$ cat config.mk
export PLATFORM = sky130hd
export DESIGN_NAME = regfile_access_seq_flat
export DESIGN_NICKNAME = d
export VERILOG_FILES = /design/src/rtl/regfile_access_seq_pkg.sv /design/src/rtl/regfile_access_seq_if.sv /design/src/rtl/regfile_access_seq_onehot_dec.sv /design/src/rtl/regfile_access_seq.sv /design/src/flat_wrapper.sv
export SDC_FILE = /design/constraint.sdc
export NUM_CORES = 1
export LEC_CHECK = 0
export ABC_CLOCK_PERIOD_IN_PS = 3100
export BUFFER_PORTS_ARGS = -buffer_cell sky130_fd_sc_hd__buf_2
export CORE_MARGIN = 2
export CORE_UTILIZATION = 50
export DETAILED_ROUTE_END_ITERATION = 10
export GPL_ROUTABILITY_DRIVEN = 1
export HOLD_SLACK_MARGIN = 0.06
export PLACE_DENSITY_LB_ADDON = 0.15
export SYNTH_ARGS = -nofsm -noshare
export SYNTH_HDL_FRONTEND = slang
export SYNTH_SLANG_ARGS = --single-unit
$ cat constraint.sdc
create_clock -name clk -period 3.1 [get_ports clk]
set_input_delay 0.155 -clock clk [delete_from_list [all_inputs] [get_ports clk]]
set_output_delay 0.155 -clock clk [all_outputs]
set_load 0.1 [all_outputs]
$ cat src/rtl/regfile_access_seq_pkg.sv
// Shared constants, state encoding and request record for the register-file
// access sequencer.
package regfile_access_seq_pkg;

    localparam int N      = 16;               // data width, matches register N
    localparam int NREG   = 8;                // registers on the shared bus
    localparam int ADDR_W = $clog2(NREG);     // register index width

    // Sequencer states, 3-bit binary
    typedef enum logic [2:0] {
        ST_FLUSH = 3'd0,
        ST_IDLE  = 3'd1,
        ST_WR    = 3'd2,
        ST_RD1   = 3'd3,
        ST_REL1  = 3'd4,
        ST_RD2   = 3'd5,
        ST_REL2  = 3'd6,
        ST_RESP  = 3'd7
    } state_t;

    // Control fields of one decode request, held for the whole sequence
    typedef struct packed {
        logic              wb_en;
        logic [ADDR_W-1:0] wb_addr;
        logic              rs1_en;
        logic [ADDR_W-1:0] rs1_addr;
        logic              rs2_en;
        logic [ADDR_W-1:0] rs2_addr;
    } req_t;

    // First read step still owed after any write-back: RD1, then RD2, else RESP
    function automatic state_t first_src(input logic rs1_en, input logic rs2_en);
        state_t s;
        if (rs1_en)      s = ST_RD1;
        else if (rs2_en) s = ST_RD2;
        else             s = ST_RESP;
        return s;
    endfunction

endpackage

$ cat src/rtl/regfile_access_seq_if.sv
// Decode-side request/response and register-bank strobe/bus signals.
// master = decode stage plus register bank, slave = the sequencer.
interface regfile_access_seq_if;
    import regfile_access_seq_pkg::*;

    // decode request
    logic              req_valid;
    logic              req_ready;
    logic              rs1_en;
    logic              rs2_en;
    logic [ADDR_W-1:0] rs1_addr;
    logic [ADDR_W-1:0] rs2_addr;
    logic              wb_en;
    logic [ADDR_W-1:0] wb_addr;
    logic [N-1:0]      wb_data;

    // register bank
    logic [NREG-1:0]   rf_write_en;
    logic [NREG-1:0]   rf_read_en;
    logic [NREG-1:0]   rf_end_read;
    logic [N-1:0]      rf_write_data;
    logic [N-1:0]      rf_bus;

    // response
    logic [N-1:0]      op1_data;
    logic [N-1:0]      op2_data;
    logic              rsp_valid;

    modport master (
        output req_valid, rs1_en, rs2_en, rs1_addr, rs2_addr,
               wb_en, wb_addr, wb_data, rf_bus,
        input  req_ready, rf_write_en, rf_read_en, rf_end_read,
               rf_write_data, op1_data, op2_data, rsp_valid
    );

    modport slave (
        input  req_valid, rs1_en, rs2_en, rs1_addr, rs2_addr,
               wb_en, wb_addr, wb_data, rf_bus,
        output req_ready, rf_write_en, rf_read_en, rf_end_read,
               rf_write_data, op1_data, op2_data, rsp_valid
    );

endinterface

$ cat src/rtl/regfile_access_seq_onehot_dec.sv
// Register index to one-hot strobe vector, all zero when disabled.
module regfile_access_seq_onehot_dec
    import regfile_access_seq_pkg::*;
#(
    parameter int AW = ADDR_W,
    parameter int NO = NREG
) (
    input  logic          i_en,
    input  logic [AW-1:0] i_addr,
    output logic [NO-1:0] o_onehot
);

    // Set the single addressed bit when enabled
    always_comb begin
        o_onehot = '0;
        if (i_en) o_onehot[i_addr] = 1'b1;
    end

endmodule

$ cat src/rtl/regfile_access_seq.sv
// Sequencer between decode and the bank of edge-strobed registers.
// A request becomes: optional write strobe, then for each distinct source a
// read strobe (register starts driving the shared bus) followed by a release
// strobe, then a one-cycle response. All outputs come straight from flops
// loaded with the decode of the next state, so every strobe is a clean
// one-cycle pulse.
module regfile_access_seq
    import regfile_access_seq_pkg::*;
(
    input  logic                 clk,
    input  logic                 rst_n,
    regfile_access_seq_if.slave  bus
);

    state_t          r_state;
    state_t          w_state_nxt;
    logic            r_alive;      // low until the first edge after reset release
    req_t            r_req;
    req_t            w_req;        // live inputs in IDLE, held copy otherwise
    logic            w_accept;

    logic [NREG-1:0] w_wr_oh;
    logic [NREG-1:0] w_rd_oh;
    logic [NREG-1:0] w_rel_oh;
    logic            w_wr_en;
    logic            w_rd_en;
    logic            w_rel_en;
    logic [ADDR_W-1:0] w_rd_addr;
    logic [ADDR_W-1:0] w_rel_addr;
    logic            w_same_src;

    logic [NREG-1:0] r_write_en;
    logic [NREG-1:0] r_read_en;
    logic [NREG-1:0] r_end_read;
    logic [N-1:0]    r_write_data;
    logic [N-1:0]    r_op1;
    logic [N-1:0]    r_op2;
    logic            r_rsp_valid;
    logic            r_req_ready;

    assign w_accept = (r_state == ST_IDLE) && bus.req_valid;

    // Request fields seen by the sequencer: inputs are only looked at in IDLE
    always_comb begin
        w_req = r_req;
        if (r_state == ST_IDLE) begin
            w_req.wb_en    = bus.wb_en;
            w_req.wb_addr  = bus.wb_addr;
            w_req.rs1_en   = bus.rs1_en;
            w_req.rs1_addr = bus.rs1_addr;
            w_req.rs2_en   = bus.rs2_en;
            w_req.rs2_addr = bus.rs2_addr;
        end
    end

    // Both sources name the same register: read it once, copy into op2
    assign w_same_src = w_req.rs1_en && w_req.rs2_en &&
                        (w_req.rs1_addr == w_req.rs2_addr);

    // Next-state logic
    always_comb begin
        w_state_nxt = r_state;
        case (r_state)
            // Stay one registered cycle in FLUSH so its release strobe is seen
            ST_FLUSH: if (r_alive) w_state_nxt = ST_IDLE;
            ST_IDLE:  if (bus.req_valid)
                          w_state_nxt = w_req.wb_en ? ST_WR
                                                    : first_src(w_req.rs1_en, w_req.rs2_en);
            ST_WR:    w_state_nxt = first_src(w_req.rs1_en, w_req.rs2_en);
            ST_RD1:   w_state_nxt = ST_REL1;
            ST_REL1:  w_state_nxt = (w_req.rs2_en && !w_same_src) ? ST_RD2 : ST_RESP;
            ST_RD2:   w_state_nxt = ST_REL2;
            ST_REL2:  w_state_nxt = ST_RESP;
            ST_RESP:  w_state_nxt = ST_IDLE;
            default:  w_state_nxt = ST_FLUSH;
        endcase
    end

    // Strobe enables and addresses for the state being entered
    always_comb begin
        w_wr_en    = (w_state_nxt == ST_WR);
        w_rd_en    = (w_state_nxt == ST_RD1)  || (w_state_nxt == ST_RD2);
        w_rel_en   = (w_state_nxt == ST_REL1) || (w_state_nxt == ST_REL2);
        w_rd_addr  = (w_state_nxt == ST_RD2)  ? w_req.rs2_addr : w_req.rs1_addr;
        w_rel_addr = (w_state_nxt == ST_REL2) ? w_req.rs2_addr : w_req.rs1_addr;
    end

    regfile_access_seq_onehot_dec u_dec_wr (
        .i_en     (w_wr_en),
        .i_addr   (w_req.wb_addr),
        .o_onehot (w_wr_oh)
    );

    regfile_access_seq_onehot_dec u_dec_rd (
        .i_en     (w_rd_en),
        .i_addr   (w_rd_addr),
        .o_onehot (w_rd_oh)
    );

    regfile_access_seq_onehot_dec u_dec_rel (
        .i_en     (w_rel_en),
        .i_addr   (w_rel_addr),
        .o_onehot (w_rel_oh)
    );

    // State, held request and Moore strobe/handshake flops
    always_ff @(posedge clk or negedge rst_n) begin
        if (!rst_n) begin
            r_state     <= ST_FLUSH;
            r_alive     <= 1'b0;
            r_req       <= '0;
            r_write_en  <= '0;
            r_read_en   <= '0;
            r_end_read  <= '0;
            r_rsp_valid <= 1'b0;
            r_req_ready <= 1'b0;
        end else begin
            r_state     <= w_state_nxt;
            r_alive     <= 1'b1;
            if (w_accept) r_req <= w_req;
            r_write_en  <= w_wr_oh;
            r_read_en   <= w_rd_oh;
            // FLUSH releases every register in case one was left driving
            r_end_read  <= (w_state_nxt == ST_FLUSH) ? {NREG{1'b1}} : w_rel_oh;
            r_rsp_valid <= (w_state_nxt == ST_RESP);
            r_req_ready <= (w_state_nxt == ST_IDLE);
        end
    end

    // Write data and operand capture
    always_ff @(posedge clk or negedge rst_n) begin
        if (!rst_n) begin
            r_write_data <= '0;
            r_op1        <= '0;
            r_op2        <= '0;
        end else if (w_accept) begin
            // Disabled sources report zero, so clear both at the start
            if (bus.wb_en) r_write_data <= bus.wb_data;
            r_op1 <= '0;
            r_op2 <= '0;
        end else begin
            case (r_state)
                // Bus is driven by the register for the whole read cycle
                ST_RD1:  r_op1 <= bus.rf_bus;
                ST_RD2:  r_op2 <= bus.rf_bus;
                ST_REL1: if (w_same_src) r_op2 <= r_op1;
                default: ;
            endcase
        end
    end

    assign bus.rf_write_en   = r_write_en;
    assign bus.rf_read_en    = r_read_en;
    assign bus.rf_end_read   = r_end_read;
    assign bus.rf_write_data = r_write_data;
    assign bus.op1_data      = r_op1;
    assign bus.op2_data      = r_op2;
    assign bus.rsp_valid     = r_rsp_valid;
    assign bus.req_ready     = r_req_ready;

endmodule

$ cat src/flat_wrapper.sv
// flat-port wrapper written by rule: the top's interface ports become plain ports
module regfile_access_seq_flat import regfile_access_seq_pkg::*;
  (clk, rst_n, bus_req_valid, bus_rs1_en, bus_rs2_en, bus_rs1_addr, bus_rs2_addr, bus_wb_en, bus_wb_addr, bus_wb_data, bus_rf_bus, bus_req_ready, bus_rf_write_en, bus_rf_read_en, bus_rf_end_read, bus_rf_write_data, bus_op1_data, bus_op2_data, bus_rsp_valid);
  regfile_access_seq_if bus_i ();
  input  logic clk;
  input  logic rst_n;
  input wire logic [$bits(bus_i.req_valid)-1:0] bus_req_valid;
  input wire logic [$bits(bus_i.rs1_en)-1:0] bus_rs1_en;
  input wire logic [$bits(bus_i.rs2_en)-1:0] bus_rs2_en;
  input wire logic [$bits(bus_i.rs1_addr)-1:0] bus_rs1_addr;
  input wire logic [$bits(bus_i.rs2_addr)-1:0] bus_rs2_addr;
  input wire logic [$bits(bus_i.wb_en)-1:0] bus_wb_en;
  input wire logic [$bits(bus_i.wb_addr)-1:0] bus_wb_addr;
  input wire logic [$bits(bus_i.wb_data)-1:0] bus_wb_data;
  input wire logic [$bits(bus_i.rf_bus)-1:0] bus_rf_bus;
  output wire logic [$bits(bus_i.req_ready)-1:0] bus_req_ready;
  output wire logic [$bits(bus_i.rf_write_en)-1:0] bus_rf_write_en;
  output wire logic [$bits(bus_i.rf_read_en)-1:0] bus_rf_read_en;
  output wire logic [$bits(bus_i.rf_end_read)-1:0] bus_rf_end_read;
  output wire logic [$bits(bus_i.rf_write_data)-1:0] bus_rf_write_data;
  output wire logic [$bits(bus_i.op1_data)-1:0] bus_op1_data;
  output wire logic [$bits(bus_i.op2_data)-1:0] bus_op2_data;
  output wire logic [$bits(bus_i.rsp_valid)-1:0] bus_rsp_valid;
  assign bus_i.req_valid = bus_req_valid;
  assign bus_i.rs1_en = bus_rs1_en;
  assign bus_i.rs2_en = bus_rs2_en;
  assign bus_i.rs1_addr = bus_rs1_addr;
  assign bus_i.rs2_addr = bus_rs2_addr;
  assign bus_i.wb_en = bus_wb_en;
  assign bus_i.wb_addr = bus_wb_addr;
  assign bus_i.wb_data = bus_wb_data;
  assign bus_i.rf_bus = bus_rf_bus;
  assign bus_req_ready = bus_i.req_ready;
  assign bus_rf_write_en = bus_i.rf_write_en;
  assign bus_rf_read_en = bus_i.rf_read_en;
  assign bus_rf_end_read = bus_i.rf_end_read;
  assign bus_rf_write_data = bus_i.rf_write_data;
  assign bus_op1_data = bus_i.op1_data;
  assign bus_op2_data = bus_i.op2_data;
  assign bus_rsp_valid = bus_i.rsp_valid;
  regfile_access_seq u_core (.clk(clk), .rst_n(rst_n), .bus(bus_i));
endmodule
==> flow_metrics.py, run 1 <==
metrics = {
    "run_status": {
        "status": "finished, final reports clean",
    },
    "floorplan": {
        "rows": 32,
        "die_area_um2": 8520,
        "die_w_um": 92.3,
        "start_util_pct": 51.0,
        "die_h_um": 92.3,
        "pin_count": 121,
        "core_um2": 7650,
    },
    "clock_tree": {
        "cts-root-buf": "clkbuf_8",
        "cts_tree": "yes",
        "clockBufferDepth": 2,
        "cts_buffers": 9,
        "path_clk_slew_ns": 0.09,
        "htree_levels": 3,
        "clk_latency_ns": 0.35,
        "clock-sinks": 86,
    },
    "critical_path": {
        "r2r-start": "u_core.r_state[1]",
        "setup.worst_path.start": "u_core.r_state[1]",
        "critPathSlowestCell": "nand3_1",
        "critical-path-top-delay-family": "simple AND/OR/NAND/NOR gates",
        "critical_path.max_fanout": 20,
        "r2r_end": "u_core.bus.rf_write_en[0]",
        "path_buf_inv": 1,
        "worstPathArrival_ns": 2.95,
        "r2r_cells": 4,
        "cp_slowest_stage_delay_ns": 0.64,
        "start_kind": "register",
        "r2r_slack_ns": 0.44,
        "cp-end-kind": "register",
        "cp_data_required_time_ns": 3.39,
        "path_cells": "nor3b_2 -> nand3_1 -> nor4_1 -> dlygate4sd3_1",
        "setup.worst_path.end": "u_core.bus.rf_write_en[0]",
        "crit_cells": 4,
        "crit_type": "register to register",
    },
    "final_layout": {
        "antennaDiodeCount": 0,
        "fillers": 586,
        "drive_above_1_share_pct": 29.7,
        "multi_input_area_um2": 1610,
        "finalNetCount": 571,
        "regArea_um2": 2150,
        "syn_to_final_growth_pct": 34.5,
    },
    "hold_path": {
        "min_path_type": "input port to register",
        "worstHoldStart": "bus_rs1_addr[0]",
    },
    "logic_synthesis": {
        "synth_area_um2": 3900,
        "synth_edf_count": 0,
        "yosys_warnings": 0,
        "synth-simple-area-share_pct": 16.7,
        "synth.top_cell.area_share_pct": 55.2,
        "synth-xor-area-share_pct": 0.674,
        "synth_cell_types": 54,
        "synth_area_leaders": "dfrtp_1, mux2i_1, nand2_1",
        "ys_async_sr_fraction_pct": 100,
        "synth_seq_cells": 86,
        "synth_mux_area_share_pct": 11.2,
        "synth_top_family_by_area": "simple AND/OR/NAND/NOR gates",
        "avgSynthCellArea_um2": 10.6,
        "yosysTopAreaCell": "dfrtp_1",
        "syn_nets": 416,
        "ys_seq_area_share_pct": 55.2,
        "synth_compound_area_share_pct": 12.5,
        "synth_ff_type": "dfrtp_1",
        "post_synth_fa_ha_maj_area_fraction_pct": 0,
        "syn-instance-count": 369,
    },
    "timing": {
        "tightest_slew_ns": 1.03,
        "max-slew-margin-rel_pct": 31.3,
        "timing.fmax_mhz": 376,
        "fin_tns_setup_ns": 0,
        "finalSetupViolCount": 0,
        "hold_viol": 0,
        "period_share_pct": 85.8,
        "fin_skew_ns": 0.0119,
        "rsz0062_at_grt": "no",
        "drv_slew": 0,
        "fin_crit_ns": 2.66,
    },
    "global_routing": {
        "grt_use_met2_pct": 34.6,
        "grt_use_met1_pct": 31.0,
        "antenna_found_initial": 0,
        "grt_pass1_wl_um": 15000,
        "busiest_layer": "met2",
        "grt_max_degree": 87,
        "grt.overflow.total": 0,
        "met3_usage_pct": 4.39,
        "grt_use_total_pct": 22.3,
        "grt_pass1_vias": 3127,
    },
    "placement": {
        "portBuffers": 120,
        "dpl.hpwl_um": 6200,
        "globalplace.congestion": 0.839,
    },
    "route": {
        "dr.pass1.iters": 4,
        "wl_per_cell_um": 14.6,
        "vias": 3279,
        "drt_wl_total_um": 9210,
        "via_per_inst": 5.20,
        "ant_nets": 0,
        "post-route-drc-count": 0,
        "drtIter0Drc": 305,
    },
    "job": {
        "maxCapViolations": 0,
    },
}
[metal layers]
| metal | vias up | routed length, um |
|---|---|---|
| met2 | 99 | 4330 |
| met3 | 15 | 469 |
| met1 | 1567 | 4250 |
| met4 | 0 | 165 |
| met5 | - | 0 |
| li1 | 1598 | - |
[Yosys cell counts (2+ instances only)]
cell type and instances:
a21boi_0 2, a21oi_1 3, a22o_1 16, a31oi_1 3
and2_1 3, buf_2 4, buf_4 5, buf_6 2
clkbuf_1 10, dfrtp_1 86, inv_1 5, mux2_2 6
mux2i_1 37, nand2_1 95, nand2b_1 7, nand3_1 4
nor2_1 9, nor3_1 8, o21a_1 3, o21ai_0 18
o21ai_1 2, o22ai_1 4, o32ai_1 4, xor2_1 3
[worst min path at each step]
stage,slack [ns],depth (start not counted),end
2_1_floorplan,-0.14,0,u_core.bus.op1_data[0]
3_3_place_gp,0.35,3,u_core.bus.rf_write_data[8]
3_5_place_dp,0.36,3,u_core.bus.rf_write_data[6]
4_1_cts,0.08,2,u_core.r_req[4]
5_1_grt,0.08,2,u_core.r_req[4]
6_report,0.09,2,u_core.r_req[4]
[cells by family (layout without fill, tap and decap cells)]
| group | count (synthesis) | in the layout |
|---|---|---|
| other | 1 | 1 |
| flip-flops | 86 | 86 |
| AO/OA/AOI/OAI | 68 | 68 |
| buffers and inverters | 27 | 187 |
| AND/OR/NAND/NOR | 141 | 141 |
| multiplexers | 43 | 43 |
| XOR/XNOR | 3 | 3 |
[repair_timing]
action,CTS,global route
hold buffers,39,0
gates resized for setup,0,0
setup buffers,0,0
endpoints found under the setup margin,0,0
hold endpoints to repair,125,0
[layout by cell type (no fill, tap or decap), types with 5 or more instances in the layout]
cell | Yosys | layout
dlygate4sd3_1 | 0 | 39
clkbuf_8 | 0 | 9
dfrtp_1 | 86 | 86
inv_1 | 5 | 5
nor3_1 | 8 | 8
buf_4 | 5 | 7
nor2_1 | 9 | 9
a22o_1 | 16 | 16
o21ai_0 | 18 | 18
mux2_2 | 6 | 6
buf_2 | 4 | 119
nand2_1 | 95 | 95
nand2b_1 | 7 | 7
bufinv_16 | 0 | 5
mux2i_1 | 37 | 37
[metrics by stage]
stage	utilization [%]	cells	setup WS (ns)	instance area [um2]	hold WS (ns)
global route	68.6	631	0.143	5250	0.0785
detailed placement	59.7	576	0.703	4560	0.355
CTS	68.6	631	0.416	5250	0.0760
finish	68.6	631	0.442	5250	0.0932
global placement	59.7	576	0.756	4560	0.349
floorplan	-	369	1.28	3900	-0.141
[state kept, by name, summed over array words and instances, names as in the netlist, 3 cells and up]
signal,count
u_core.bus.op1_data,16
u_core.bus.op2_data,16
u_core.bus.rf_end_read,8
u_core.bus.rf_read_en,8
u_core.bus.rf_write_data,16
u_core.bus.rf_write_en,8
u_core.r_req,8
u_core.r_state,3
[cell type report]
type | count | area share [%]
clock buffer | 9 | 2.36
timing repair buffer | 165 | 19.8
multi-input combinational | 256 | 30.7
clock inverter | 7 | 3.20
tap | 102 | 2.43
inverter | 6 | 0.429
sequential | 86 | 41.0
Power of run 1 is not shown: default switching activity piles up to over one toggle a cycle in this logic, so the estimate is an artifact.
==> run 2, diff against run 1 <==
- ABC_CLOCK_PERIOD_IN_PS: 3100 -> 3200
- CORE_ASPECT_RATIO: not set -> 1.4
- clock period: 3.1 -> 3.2 ns (I/O delays scaled with it)
==> run 2 against run 1 <==
Maximum frequency down 6.0%; cell count down 0.63%; highest routed layer unchanged; critical path depth up 1; global-route usage up 2.0 points; largest cell class unchanged; cell area down 1.7%; critical path type unchanged.
==> flow_metrics.py, run 2 (synthesis results as in run 1) <==
metrics = {
    "critical_path": {
        "critPathSlowestCell": "dfrtp_1",
        "cp_data_required_time_ns": 3.50,
        "start_kind": "register",
        "critical-path-top-delay-family": "simple AND/OR/NAND/NOR gates",
        "cp-end-kind": "register",
        "path_cells": "nor3b_2 -> buf_4 -> nand3_1 -> nor4_1 -> dlygate4sd3_1",
        "worstPathArrival_ns": 3.13,
        "cp_slowest_stage_delay_ns": 0.74,
        "crit_type": "register to register",
        "path_buf_inv": 2,
        "critical_path.max_fanout": 21,
    },
    "hold_path": {
        "min_path_type": "input port to register",
    },
    "clock_tree": {
        "cts_hold_buffers": 39,
        "ctsResizeCount": 0,
        "cts-root-buf": "clkbuf_8",
        "clk_latency_ns": 0.36,
        "clock-sinks": 86,
        "cts_tree": "yes",
        "post_cts_buffers": 0,
        "clockBufferDepth": 2,
        "htree_levels": 3,
        "cts_buffers": 9,
        "path_clk_slew_ns": 0.08,
    },
    "route": {
        "post-route-drc-count": 0,
        "ant_nets": 0,
        "dr.pass1.iters": 4,
        "drt_wl_total_um": 9930,
        "wl_per_cell_um": 15.8,
        "drtIter0Drc": 217,
        "vias": 3365,
        "via_per_inst": 5.37,
    },
    "timing": {
        "hold_viol": 0,
        "fin_skew_ns": 0.00683,
        "max-slew-margin-rel_pct": 28.3,
        "timing.fmax_mhz": 353,
        "tightest_slew_ns": 1.08,
        "finalSetupViolCount": 0,
        "fin_crit_ns": 2.83,
        "rsz0062_at_grt": "no",
        "drv_slew": 0,
        "period_share_pct": 88.4,
        "fin_tns_setup_ns": 0,
    },
    "global_routing": {
        "antenna_found_initial": 0,
        "grt.overflow.total": 0,
        "grt_pass1_wl_um": 15900,
        "grt_use_total_pct": 24.2,
        "grt_pass1_vias": 3295,
        "grt_max_degree": 87,
    },
    "final_layout": {
        "finalNetCount": 569,
        "antennaDiodeCount": 0,
        "drive_above_1_share_pct": 29.4,
        "layout_commonest_cell": "buf_2",
        "layout_common_cells": "buf_2, nand2_1, dfrtp_1",
        "syn_to_final_growth_pct": 32.2,
    },
    "placement": {
        "portBuffers": 120,
        "dpl.hpwl_um": 6580,
        "globalplace.congestion": 0.939,
    },
    "floorplan": {
        "die_area_um2": 8530,
        "pin_count": 121,
        "die_w_um": 78.6,
        "rows": 38,
        "core_um2": 7650,
        "die_h_um": 108,
        "start_util_pct": 50.9,
    },
    "job": {
        "maxCapViolations": 0,
    },
    "run_status": {
        "status": "finished, final reports clean",
    },
}
==> run 2: changes by cell type in the layout (fill, tap and decap cells not counted), sizes merged <==
cell	previous run	this run
bufinv	5	1
clkbuf	9	12
buf	126	124
clkinv	1	2
==> run 2: final timing paths <==
check	from	to	slack (ns)	cells past startpoint
setup / recovery	u_core.r_state[0]	u_core.bus.rf_write_en[0]	0.37	5
hold / removal	bus_rs1_addr[0]	u_core.r_req[4]	0.12	2
setup reg to reg	u_core.r_state[0]	u_core.bus.rf_write_en[0]	0.37	5
hold reg to reg	u_core.bus.rf_write_data[14]	u_core.bus.rf_write_data[14]	0.48	2
max in group asynchronous	rst_n	u_core.bus.rf_read_en[6]	1.97	2
min in group asynchronous	rst_n	u_core.bus.op2_data[10]	0.52	2
==> run 2: metal layers <==
layer	track usage (%)	up-vias	part of all wire (%)
li1	-	1594	-
met1	30.0	1626	41
met2	40.2	114	50
met3	5.68	31	4.7
met4	11.3	0	3.6
met5	0	-	0
==> run 2: worst reg2reg max path: cells and delay by family (launching register included) <==
family | cells | cell delay [ns]
simple gates | 3 | 1.24
buf+inv | 2 | 0.80
flops | 1 | 0.74
==> run 2: final cells by class <==
class / instances / area, um2
Clock buffer: 12 / 165
Clock inverter: 4 / 52.6
Fill cell: 605 / 2500
Inverter: 6 / 22.5
Multi-Input combinational cell: 256 / 1610
Sequential cell: 86 / 2150
Tap cell: 100 / 125
Timing Repair Buffer: 163 / 1020
==> run 2: stage by stage <==
step	hold WS (ns)	std cells	utilization (%)	area, um2	setup slack, ns
floorplan	-0.136	369	-	3900	1.38
global placement	0.352	572	59.4	4550	0.940
detailed placement	0.356	572	59.4	4550	0.856
CTS	0.0887	627	67.3	5150	0.411
global route	0.0938	627	67.3	5150	0.202
finish	0.116	627	67.3	5150	0.370
Power of run 2 is left out for the same reason.
==> run 3, diff against run 2 <==
--- a/config.mk
+++ b/config.mk
@@ -9,5 +9,7 @@
 export BUFFER_PORTS_ARGS = -buffer_cell sky130_fd_sc_hd__buf_2
+export CELL_PAD_IN_SITES_DETAIL_PLACEMENT = 0
+export CELL_PAD_IN_SITES_GLOBAL_PLACEMENT = 1
 export CORE_ASPECT_RATIO = 1.4
 export CORE_MARGIN = 2
-export CORE_UTILIZATION = 50
+export CORE_UTILIZATION = 42
 export DETAILED_ROUTE_END_ITERATION = 10
==> constraint.sdc (replaced) <==
create_clock -name clk -period 3.2 [get_ports clk]
set_input_delay 0.64 -clock clk [delete_from_list [all_inputs] [get_ports clk]]
set_output_delay 0.64 -clock clk [all_outputs]
set_load 0.1 [all_outputs]
==> run 3 against run 2 <==
Maximum frequency increased by 16%; setup slack improved by 0.40 ns; worst hold slack improved by 0.35 ns; flip-flop and latch count unchanged; wire length decreased by 4.9%; non-clock buffer count decreased by 38; first-iteration DRC count decreased by 47%; cell count decreased by 5.3%; via count decreased by 5.3%; cell area decreased by 5.9%; sequential share of layout area increased by 2.6 points; count of clock-buffer cells in the layout increased by 1; critical endpoint is now u_core.bus.op1_data[11].
==> flow_metrics.py, run 3 (synthesis results as in run 1) <==
metrics = {
    "critical_path": {
        "cp_slowest_stage_delay_ns": 0.73,
        "path_buf_inv": 1,
        "cp-end-kind": "register",
        "r2r_slack_ns": 0.77,
        "critical_path.max_fanout": 17,
        "critPathSlowestCell": "dfrtp_1",
        "crit_type": "register to register",
        "cp_data_required_time_ns": 3.47,
        "worstPathArrival_ns": 2.70,
        "r2r_cells": 4,
        "path_cells": "inv_2 -> and3_1 -> a21oi_2 -> a22o_1",
        "start_kind": "register",
        "critical-path-top-delay-family": "compound AO/OA/AOI/OAI gates",
        "r2r-start": "u_core.r_state[2]",
        "r2r_end": "u_core.bus.op1_data[11]",
    },
    "timing": {
        "rsz0062_at_grt": "no",
        "timing.fmax_mhz": 412,
        "period_share_pct": 75.9,
        "tightest_slew_ns": 1.08,
        "fin_skew_ns": 0.00522,
        "drv_slew": 0,
        "finalSetupViolCount": 0,
        "fin_crit_ns": 2.43,
        "whs_ns": 0.471,
        "fin_tns_setup_ns": 0,
        "max-slew-margin-rel_pct": 28.0,
        "hold_viol": 0,
    },
    "placement": {
        "portBuffers": 120,
        "globalplace.congestion": 0.820,
        "dpl.hpwl_um": 6690,
        "placed_area_um2": 4560,
    },
    "final_layout": {
        "finalNetCount": 531,
        "antennaDiodeCount": 0,
        "fillers": 839,
        "syn_to_final_growth_pct": 24.5,
        "drive_above_1_share_pct": 31.2,
        "layout_common_cells": "buf_2, nand2_1, dfrtp_1",
        "final_area_um2": 4850,
        "layout_commonest_cell": "buf_2",
    },
    "clock_tree": {
        "ctsResizeCount": 0,
        "post_cts_buffers": 0,
        "cts-root-buf": "clkbuf_16",
        "cts_buffers": 9,
        "cts_tree": "yes",
        "htree_levels": 3,
        "clk_latency_ns": 0.33,
        "clock-sinks": 86,
        "path_clk_slew_ns": 0.06,
        "cts_hold_buffers": 0,
        "clockBufferDepth": 2,
    },
    "floorplan": {
        "core_um2": 9030,
        "rows": 41,
        "pin_count": 121,
        "die_h_um": 118,
        "die_w_um": 85.4,
        "start_util_pct": 43.2,
        "die_area_um2": 10100,
    },
    "global_routing": {
        "grt_use_total_pct": 19.1,
        "grt_pass1_wl_um": 15200,
        "antenna_found_initial": 0,
        "grt_max_degree": 87,
        "grt_pass1_vias": 3164,
        "grt.overflow.total": 0,
    },
    "route": {
        "post-route-drc-count": 0,
        "met3WireLength_um": 396,
        "drt_wl_total_um": 9440,
        "top_layer": "met4",
        "ant_nets": 0,
        "wl_met1_um": 3900,
        "wl_per_cell_um": 15.9,
        "drtIter0Drc": 116,
        "via_per_inst": 5.36,
        "dr.pass1.iters": 4,
        "met2_length_um": 4990,
        "vias": 3186,
    },
    "hold_path": {
        "hold_depth": 2,
        "min_path_type": "register to register",
        "worstHoldEndpoint": "u_core.bus.rf_write_data[11]",
        "worstHoldStart": "u_core.bus.rf_write_data[11]",
    },
    "job": {
        "maxCapViolations": 0,
    },
    "run_status": {
        "status": "finished, final reports clean",
    },
}
run 3: cell count changes in the layout (fill, tap and decap cells not counted):
cell / previous run / this run
clkbuf_8: 12 / 2
clkinv_2: 1 / 0
clkbuf_1: 0 / 2
dlygate4sd3_1: 39 / 0
clkbuf_16: 0 / 9
buf_4: 5 / 6
clkinv_4: 1 / 0
inv_6: 1 / 0
run 3: worst max-delay path by stage:
stage                            startpoint                   endpoint  slack (ns)  depth (start not counted)
final                     u_core.r_state[2]    u_core.bus.op1_data[11]        0.77                          4
after global routing      u_core.r_state[0]  u_core.bus.rf_write_en[0]        0.53                          4
after CTS                 u_core.r_state[2]    u_core.bus.op1_data[11]        0.77                          4
after detailed placement  u_core.r_state[2]    u_core.bus.op1_data[11]        0.78                          4
after global placement    u_core.r_state[2]     u_core.bus.op1_data[2]        0.80                          4
after floorplan                   bus_wb_en   u_core.bus.rf_read_en[6]        1.34                          5
run 3: through the flow:
| stage | cells | util, % | worst slack (ns) |
|---|---|---|---|
| 2_1_floorplan | 369 | - | 1.34 |
| 3_3_place_gp | 580 | 50.5 | 0.805 |
| 3_5_place_dp | 580 | 50.5 | 0.784 |
| 4_1_cts | 594 | 53.7 | 0.767 |
| 5_1_grt | 594 | 53.7 | 0.534 |
| 6_report | 594 | 53.7 | 0.770 |
run 3: worst min-delay path: cells and delay by family, from the launching register on:
family | cells | cell delay, ns
AND/OR/NAND/NOR | 2 | 0.10
flip-flops | 1 | 0.34
run 3: area by class of cell:
type	instances	area (um2)	area share, %
Multi-Input combinational cell	256	1610	33.2
Clock inverter	1	30.0	0.619
Tap cell	107	134	2.76
Inverter	6	22.5	0.464
Timing Repair Buffer	125	641	13.2
Sequential cell	86	2150	44.4
Clock buffer	13	260	5.36
run 3: layer usage:
metal  global-route usage, %  vias to the layer above
li1                        -                     1513
met1                    23.5                     1577
met2                    32.7                       84
met3                    3.51                       12
met4                    7.74                        0
met5                       0                        -
Power of run 3 is left out for the same reason.
